--- src/rtl/exception_mult_pipe.sv ---
// Exception handling back end for an IEEE-style multiplier.
// Classifies the operands, overrides the datapath product for special
// inputs, overflow and underflow, and produces the result flags and status.
// Two-stage valid/ready pipeline with a sticky status accumulator.
module exception_mult_pipe #(
    parameter int unsigned EXP_W = 8,
    parameter int unsigned MAN_W = 23,
    localparam int unsigned W = 1 + EXP_W + MAN_W
) (
    input  logic         clk,
    input  logic         rst_n,

    input  logic         in_valid,
    output logic         in_ready,
    input  logic [W-1:0] a,
    input  logic [W-1:0] b,
    input  logic [W-1:0] z_calc,
    input  logic [2:0]   round,
    input  logic         inexact_in,

    output logic         out_valid,
    input  logic         out_ready,
    output logic [W-1:0] z,
    output logic         ovf,
    output logic         unf,
    output logic         inexact,
    output logic [7:0]   status,
    output logic [7:0]   sticky_status,
    input  logic         sticky_clr
);

    // Canonical quiet NaN: positive sign, all-ones exponent, mantissa MSB set.
    localparam logic [W-1:0] QNAN = {1'b0, {EXP_W{1'b1}}, 1'b1, {(MAN_W - 1){1'b0}}};

    // ------------------------------------------------------------------
    // Operand classification (input side)
    // ------------------------------------------------------------------
    logic [EXP_W-1:0] w_a_exp;
    logic [EXP_W-1:0] w_b_exp;
    logic [MAN_W-1:0] w_a_man;
    logic [MAN_W-1:0] w_b_man;
    logic             w_a_zero;
    logic             w_b_zero;
    logic             w_a_inf;
    logic             w_b_inf;
    logic             w_a_nan;
    logic             w_b_nan;
    logic             w_sign;

    assign w_a_exp = a[W-2 -: EXP_W];
    assign w_b_exp = b[W-2 -: EXP_W];
    assign w_a_man = a[MAN_W-1:0];
    assign w_b_man = b[MAN_W-1:0];

    // Subnormals (zero exponent, any mantissa) are flushed and count as zero.
    assign w_a_zero = (w_a_exp == '0);
    assign w_b_zero = (w_b_exp == '0);
    assign w_a_inf  = (&w_a_exp) && (w_a_man == '0);
    assign w_b_inf  = (&w_b_exp) && (w_b_man == '0);
    assign w_a_nan  = (&w_a_exp) && (w_a_man != '0);
    assign w_b_nan  = (&w_b_exp) && (w_b_man != '0);
    assign w_sign   = a[W-1] ^ b[W-1];

    // ------------------------------------------------------------------
    // Handshake
    // ------------------------------------------------------------------
    logic w_s2_ready;
    logic w_s1_en;
    logic w_out_xfer;

    logic r_s1_valid;
    logic r_s2_valid;

    // Stage 2 can take new data when empty or when its content leaves now.
    assign w_s2_ready = !r_s2_valid || out_ready;
    // Stage 1 moves when empty or when its content drops into stage 2.
    assign w_s1_en    = !r_s1_valid || w_s2_ready;
    assign w_out_xfer = r_s2_valid && out_ready;
    // Gated by reset so nothing is offered as accepted while held in reset.
    assign in_ready   = rst_n && w_s1_en;

    // ------------------------------------------------------------------
    // Stage 1: classification and operand registers
    // ------------------------------------------------------------------
    logic         r_s1_nan;
    logic         r_s1_invalid;
    logic         r_s1_inf;
    logic         r_s1_zero;
    logic         r_s1_sign;
    logic [W-1:0] r_s1_zc;
    logic [2:0]   r_s1_round;
    logic         r_s1_inexact;

    // Capture a new operand set whenever stage 1 is free to move.
    always_ff @(posedge clk or negedge rst_n) begin
        if (!rst_n) begin
            r_s1_valid   <= 1'b0;
            r_s1_nan     <= 1'b0;
            r_s1_invalid <= 1'b0;
            r_s1_inf     <= 1'b0;
            r_s1_zero    <= 1'b0;
            r_s1_sign    <= 1'b0;
            r_s1_zc      <= '0;
            r_s1_round   <= 3'b000;
            r_s1_inexact <= 1'b0;
        end else if (w_s1_en) begin
            r_s1_valid <= in_valid;
            if (in_valid) begin
                r_s1_nan     <= w_a_nan || w_b_nan;
                r_s1_invalid <= (w_a_inf && w_b_zero) || (w_a_zero && w_b_inf);
                r_s1_inf     <= w_a_inf || w_b_inf;
                r_s1_zero    <= w_a_zero || w_b_zero;
                r_s1_sign    <= w_sign;
                r_s1_zc      <= z_calc;
                r_s1_round   <= round;
                r_s1_inexact <= inexact_in;
            end
        end
    end

    // ------------------------------------------------------------------
    // Stage 2 result selection
    // ------------------------------------------------------------------
    logic [EXP_W-1:0] w_zc_exp;
    logic             w_zc_exp_max;
    logic             w_zc_exp_zero;
    logic             w_ovf_to_inf;
    logic [W-1:0]     w_inf_val;
    logic [W-1:0]     w_zero_val;
    logic [W-1:0]     w_max_finite;

    assign w_zc_exp      = r_s1_zc[W-2 -: EXP_W];
    assign w_zc_exp_max  = &w_zc_exp;
    assign w_zc_exp_zero = (w_zc_exp == '0);

    assign w_inf_val    = {r_s1_sign, {EXP_W{1'b1}}, {MAN_W{1'b0}}};
    assign w_zero_val   = {r_s1_sign, {EXP_W{1'b0}}, {MAN_W{1'b0}}};
    assign w_max_finite = {r_s1_sign, {(EXP_W - 1){1'b1}}, 1'b0, {MAN_W{1'b1}}};

    // Overflow rounds to infinity unless the mode rounds toward zero
    // for this sign; unused encodings behave as round-to-nearest-even.
    always_comb begin
        w_ovf_to_inf = 1'b1;
        case (r_s1_round)
            3'b001:  w_ovf_to_inf = 1'b0;
            3'b010:  w_ovf_to_inf = !r_s1_sign;
            3'b011:  w_ovf_to_inf = r_s1_sign;
            default: w_ovf_to_inf = 1'b1;
        endcase
    end

    logic [W-1:0] w_z;
    logic         w_ovf;
    logic         w_unf;
    logic         w_inexact;
    logic         w_st_zero;
    logic         w_st_inf;
    logic         w_st_nan;
    logic         w_st_invalid;
    logic [7:0]   w_status;

    // Priority chain: NaN, invalid, infinity, zero, overflow, underflow, normal.
    always_comb begin
        w_z          = r_s1_zc;
        w_ovf        = 1'b0;
        w_unf        = 1'b0;
        w_inexact    = r_s1_inexact;
        w_st_zero    = 1'b0;
        w_st_inf     = 1'b0;
        w_st_nan     = 1'b0;
        w_st_invalid = 1'b0;
        if (r_s1_nan) begin
            w_z       = QNAN;
            w_inexact = 1'b0;
            w_st_nan  = 1'b1;
        end else if (r_s1_invalid) begin
            w_z          = QNAN;
            w_inexact    = 1'b0;
            w_st_nan     = 1'b1;
            w_st_invalid = 1'b1;
        end else if (r_s1_inf) begin
            w_z       = w_inf_val;
            w_inexact = 1'b0;
            w_st_inf  = 1'b1;
        end else if (r_s1_zero) begin
            w_z       = w_zero_val;
            w_inexact = 1'b0;
            w_st_zero = 1'b1;
        end else if (w_zc_exp_max) begin
            w_ovf     = 1'b1;
            w_inexact = 1'b1;
            if (w_ovf_to_inf) begin
                w_z      = w_inf_val;
                w_st_inf = 1'b1;
            end else begin
                w_z = w_max_finite;
            end
        end else if (w_zc_exp_zero) begin
            w_z       = w_zero_val;
            w_unf     = 1'b1;
            w_inexact = 1'b1;
            w_st_zero = 1'b1;
        end
    end

    assign w_status = {1'b0, w_st_invalid, w_inexact, w_unf, w_ovf,
                       w_st_nan, w_st_inf, w_st_zero};

    // ------------------------------------------------------------------
    // Stage 2: output registers (held while the consumer stalls)
    // ------------------------------------------------------------------
    logic [W-1:0] r_z;
    logic         r_ovf;
    logic         r_unf;
    logic         r_inexact;
    logic [7:0]   r_status;

    // Load the result of stage 1 whenever stage 2 is free to move.
    always_ff @(posedge clk or negedge rst_n) begin
        if (!rst_n) begin
            r_s2_valid <= 1'b0;
            r_z        <= '0;
            r_ovf      <= 1'b0;
            r_unf      <= 1'b0;
            r_inexact  <= 1'b0;
            r_status   <= 8'h00;
        end else if (w_s2_ready) begin
            r_s2_valid <= r_s1_valid;
            if (r_s1_valid) begin
                r_z       <= w_z;
                r_ovf     <= w_ovf;
                r_unf     <= w_unf;
                r_inexact <= w_inexact;
                r_status  <= w_status;
            end
        end
    end

    // ------------------------------------------------------------------
    // Sticky status
    // ------------------------------------------------------------------
    logic [7:0] r_sticky;

    // Accumulate on each output transfer; a clear coinciding with a
    // transfer keeps only the status of that transfer.
    always_ff @(posedge clk or negedge rst_n) begin
        if (!rst_n) begin
            r_sticky <= 8'h00;
        end else if (w_out_xfer) begin
            r_sticky <= (sticky_clr ? 8'h00 : r_sticky) | r_status;
        end else if (sticky_clr) begin
            r_sticky <= 8'h00;
        end
    end

    assign out_valid     = r_s2_valid;
    assign z             = r_z;
    assign ovf           = r_ovf;
    assign unf           = r_unf;
    assign inexact       = r_inexact;
    assign status        = r_status;
    assign sticky_status = r_sticky;

endmodule

--- config.mk ---
export PLATFORM = sky130hd
export DESIGN_NAME = exception_mult_pipe
export DESIGN_NICKNAME = d
export VERILOG_FILES = /design/src/rtl/exception_mult_pipe.sv
export SDC_FILE = /design/constraint.sdc
export NUM_CORES = 1
export LEC_CHECK = 0
export CORE_AREA = 4 4 94 96
export CTS_BUF_LIST = sky130_fd_sc_hd__clkbuf_8
export DETAILED_ROUTE_END_ITERATION = 7
export DIE_AREA = 0 0 98 100
export DONT_BUFFER_PORTS = 1
export HOLD_SLACK_MARGIN = 0.1
export SKIP_LAST_GASP = 1
export SYNTH_ARGS = -nofsm -noshare
export SYNTH_HDL_FRONTEND = slang
export SYNTH_SLANG_ARGS = --single-unit
export TNS_END_PERCENT = 5
--- constraint.sdc ---
create_clock -name clk -period 2.23 [get_ports clk]
set_clock_uncertainty 0.2 [all_clocks]
set_input_delay 0.223 -clock clk [delete_from_list [all_inputs] [get_ports clk]]
set_output_delay 0.223 -clock clk [all_outputs]
set_load 0.03 [all_outputs]
======== Word-level counts from Yosys, hierarchy flattened ========
Index checks and enable logic that the tools add are counted.
cells by class
  equal/unequal tests ..................... 3
  muxes and demuxes ....................... 40
  bitwise logic cells ..................... 2
  reduce and logical (&&, ||, !) cells .... 29
operator list
  operator            number
  $mux 32             6
  $logic_not 23->1    2
  $reduce_bool 23->1  2
  $mux 1              30
  $logic_not 8->1     3
  $mux 24             1
  $reduce_and 8->1    3
  $mux 8              2
  $logic_and 1x1->1   8
  $or 8x7->8          1
  $eq 3x2->1 const B  2
  $logic_or 1x1->1    6
  $reduce_and 2->1    2
  $eq 3x1->1 const B  1
  $logic_not 1->1     3
  $pmux 1 s3          1
  $xor 1x1->1         1
word-level totals
  bits in registers ....................... 93
  bits of input ports ..................... 105
  output and inout port bits .............. 53

======== Depth between registers and ports, before layout ========
  depth in word-level cells ............... 8
  depth in mapped cells ................... 6
  mapped depth without buffers ............ 4

======== Worst setup path before layout ========
OpenSTA, ideal clock, no wires.
  path type ............................... register to register
  start ................................... register r_s2_valid (netlist: out_valid)
  end ..................................... register r_z[10] (netlist: z[10])
  arrival ................................. 1.484 ns
  required time ........................... 1.954 ns
  path slack .............................. 0.470 ns
  stages on the path, launching flop included .. 6
  path buffers ............................ 1
  clock period less this slack ............ 1.760 ns
  cells stage by stage .................... dfrtp_1 and2b_1 nor4_4 o31ai_2 buf_6 o21ai_1
on the way
  word-level cells in the longest chain between the ends .. 3
ends and longest elaborated chain
  what                        line  text
  from (decl)                 72    logic r_s2_valid;
  from (signal assigned)      228   r_s2_valid <= r_s1_valid;
  $logic_not 1->1             75    assign w_s2_ready = !r_s2_valid || out_ready;
  $logic_or 1x1->1            75
  $reduce_and 2->1 (no line)  n/a
  to (signal assigned)        230   r_z <= w_z;
  to (decl)                   212   logic [W-1:0] r_z;
No other way between the ends.
A chain may end at the register's enable or synchronous reset.

======== Worst setup path in the final report ========
  start ................................... input b[24]
  end ..................................... register r_s1_nan
on the way
  word-level cells in the longest chain between the ends .. 3
ends and longest elaborated chain
  what                  line  text
  from (decl)           16    input logic [W-1:0] b,
  $reduce_and 8->1      61    assign w_b_nan = (&w_b_exp) && (w_b_man != '0);
  $logic_and 1x1->1     61
  $logic_or 1x1->1      109   r_s1_nan <= w_a_nan || w_b_nan;
  to (signal assigned)  109
  to (decl)             85    logic r_s1_nan;
No other way between the ends.

==> run_results.csv <==
group,metric,value,unit
synthesis,synth.distinct_cells,42,
placement,place_inst,523,
route,firstDrtPassIters,4,
status,status,"complete, but fails checks",
die,dieWidth,98,um
die,ios,158,
run,drv_cap,0,
cts,hold_buffers,77,
worst_setup_path,slowest_delay,560,ps
route,drt_iter0_markers,130,
timing,final.min_clock_period,2200,ps
layout,fillCellCount,700,
synthesis,syn_inst,429,
placement,dp_hpwl,6.69,mm
worst_setup_path,crit_family,"buffers and inverters",
cts,cts_sinks,89,
synthesis,yosysTopAreaCellShare,57.2,%
die,initial_core_util,48.3,%
placement,place.gp.congestion,0.877,
timing,slew_headroom,59.3,%
die,dieArea,9800,um2
route,routed_wl,10.4,mm
pwr,p_per_area,795,nW/um2
layout,nets,611,
route,vias,3347,
synthesis,synth.area.top_cells,"dfrtp_1, nand2_1, a21oi_1, nor4_1, o21ai_1",
cts,cts_tree,"built",
worst_setup_path,crit_top_cell,"dlygate4sd3_1",
route,viasPerCell,5.44,
route,drc_errors,0,
worst_setup_path,worstPathArrival,2270,ps
placement,dpl-instance-area,4010,um2
cts,cts_buffers,9,
global_routing,grt_pass1_vias,3390,
layout,syn2layout_area_growth,28.5,%
layout,multiInputGateArea,1520,um2
worst_hold_path,hp-class,"input port to async pin",
synthesis,synthArstFlopShare,100,%
worst_setup_path,cp_slowest_cell,"dlygate4sd3_1",
timing,slew_violations,0,
cts,cts_root_buf,"clkbuf_8",
synthesis,synth.most_common_cell,"nand2_1",
timing,final-hold-violation-count,89,
die,fp-row-count,33,
worst_setup_path,path_buf_inv,3,
cts,clock_path_buffers,2,
pwr,ir_drop,0.364,mV
worst_setup_path,worstSetupStartpointType,"input port",
worst_setup_path,crit_fanout,2,
worst_setup_path,crit_required,2300,ps
status,violations,"hold timing",
global_routing,antenna_found_initial,0,
worst_setup_path,worstSetupPathType,"input port to flip-flop",
pwr,p_leak,0.00226,uW
synthesis,synth_flop_cell,"dfrtp_1",
synthesis,syn_avg_cell_area,9.07,um2
timing,setup_tns,0,ps
layout,instances_no_fill,615,
layout,layout-drive-gt1-share,7.45,%
synthesis,yosysSeqAreaShare,57.2,%
synthesis,yosys_warnings,0,
cts,htreeDepth,3,
global_routing,gr-usage-all-layers,21.2,%
synthesis,synthesis.area,3890,um2
timing,worst_pin_slew,610,ps
die,die_h,100,um
route,ant_nets,0,
synthesis,synth_common_cells,"nand2_1, dfrtp_1, a21oi_1",
worst_setup_path,cp-end-kind,"flip-flop",
synthesis,synth_area_leader_cell,"dfrtp_1",
layout,n_antenna_cell,0,
route,wl_per_cell,16.9,um
timing,fin_hold_ws,-633,ps
worst_setup_path,cp_cell_sequence,"dlygate4sd3_1 > nand4_1 > dlygate4sd3_1 > nor2_1 > dlygate4sd3_1 > o211ai_1 > nand3_1",
global_routing,grt_pass1_wl,16.7,mm
global_routing,grt_max_degree,91,
layout,fin_area,5000,um2
cts,cts.clk_slew.worst_paths,90,ps
placement,io_buffer_count,0,
timing,period_share,98.7,%
global_routing,grt_overflow,0,
layout,final-seq-area,2230,um2
cts,clk_latency,350,ps
timing,max_freq,454,MHz
synthesis,synth_edf_count,0,
timing,rsz0062_at_grt,"true",
synthesis,ys_seq_elements,89,
die,core,8050,um2
timing,setup_viol,0,
-- final cells by class --
type / count / area share [%]
repair buffers: 90 / 17.6
multi-input cells: 306 / 30.4
clock buffers: 10 / 2.75
well taps: 105 / 2.63
clock inverters: 5 / 1.28
inverters: 10 / 0.751
flip-flops and latches: 89 / 44.6
-- flip-flops by register name (all words and copies together), names as in the netlist --
register       cells
r_s1_zc           32
z                 32
status             7
sticky_status      7
r_s1_round         3
out_valid          1
r_s1_inexact       1
r_s1_inf           1
r_s1_invalid       1
r_s1_nan           1
r_s1_sign          1
r_s1_valid         1
r_s1_zero          1
-- worst paths after layout --
| check | start | to | slack, ps | cells after the start |
|---|---|---|---|---|
| worst min-delay path | rst_n | z[27]$_DFFE_PN0P_ | -630 | 0 |
| worst min register to register | r_s1_zc[14]$_DFFE_PN0P_ | r_s1_zc[14]$_DFFE_PN0P_ | 280 | 2 |
| worst max-delay path | b[24] | r_s1_nan$_DFFE_PN0P_ | 30 | 7 |
| worst max register to register | r_s1_inf$_DFFE_PN0P_ | z[13]$_DFFE_PN0P_ | 180 | 5 |
| min in group clk | a[3] | r_s1_inf$_DFFE_PN0P_ | 120 | 4 |
| max in group asynchronous | rst_n | r_s1_zc[7]$_DFFE_PN0P_ | 2320 | 0 |
-- metrics by stage --
stage          hold slack, ps  util [%]  setup slack, ps  power [uW]
6_report                 -633      62.1             28.7        3970
5_1_grt                  -666      62.1            -61.5        4180
4_1_cts                  -656      61.8             29.7        3990
3_5_place_dp             -270      49.8             41.7        2770
3_3_place_gp             -270      49.8             92.6        2760
2_1_floorplan            -273         -              470        2620
-- placed cells by master, fill, tap and decap left out, drive strengths merged, types with 9 or more instances in the layout --
master / n
nor4: 20
nor2: 14
buf: 13
nand2: 158
nand4: 9
dfrtp: 89
clkbuf: 10
inv: 12
o21ai: 32
dlygate4sd3: 77
a21oi: 26
-- report_power, final --
group / switching (uW) / internal (uW) / leakage [uW] / total, uW
logic: 295 / 264 / 0.00104 / 560
registers: 445 / 1830 / 0.00112 / 2280
clock network: 582 / 553 / 0.0000994 / 1140
total: 1320 / 2650 / 0.00226 / 3970
-- per-layer routing --
layer	share of wire, %	global-route usage, %	vias up
met5	0	0	-
met4	1.9	6.18	0
met3	7.2	6.67	19
met2	50	36.6	118
met1	41	25.5	1615
li1	-	-	1595
-- kinds of logic (layout without fill, tap and decap cells) --
| family | count (synthesis) | in the layout | share of synthesized area [%] |
|---|---|---|---|
| other | 1 | 2 | 0.0964 |
| DFF | 89 | 89 | 57.2 |
| xor gates and xnor gates | 1 | 1 | 0.225 |
| AOI/OAI and AO/OA | 83 | 83 | 13.0 |
| and+or+nand+nor | 220 | 220 | 25.2 |
| buffers and inverters | 35 | 115 | 4.31 |
-- repair_timing --
item	in CTS	in global routing
buffers inserted	0	0
endpoints found under the hold margin	139	89
endpoints found under the setup margin	0	16
gates resized for setup	0	3
Power figures use the tool's default switching activity.
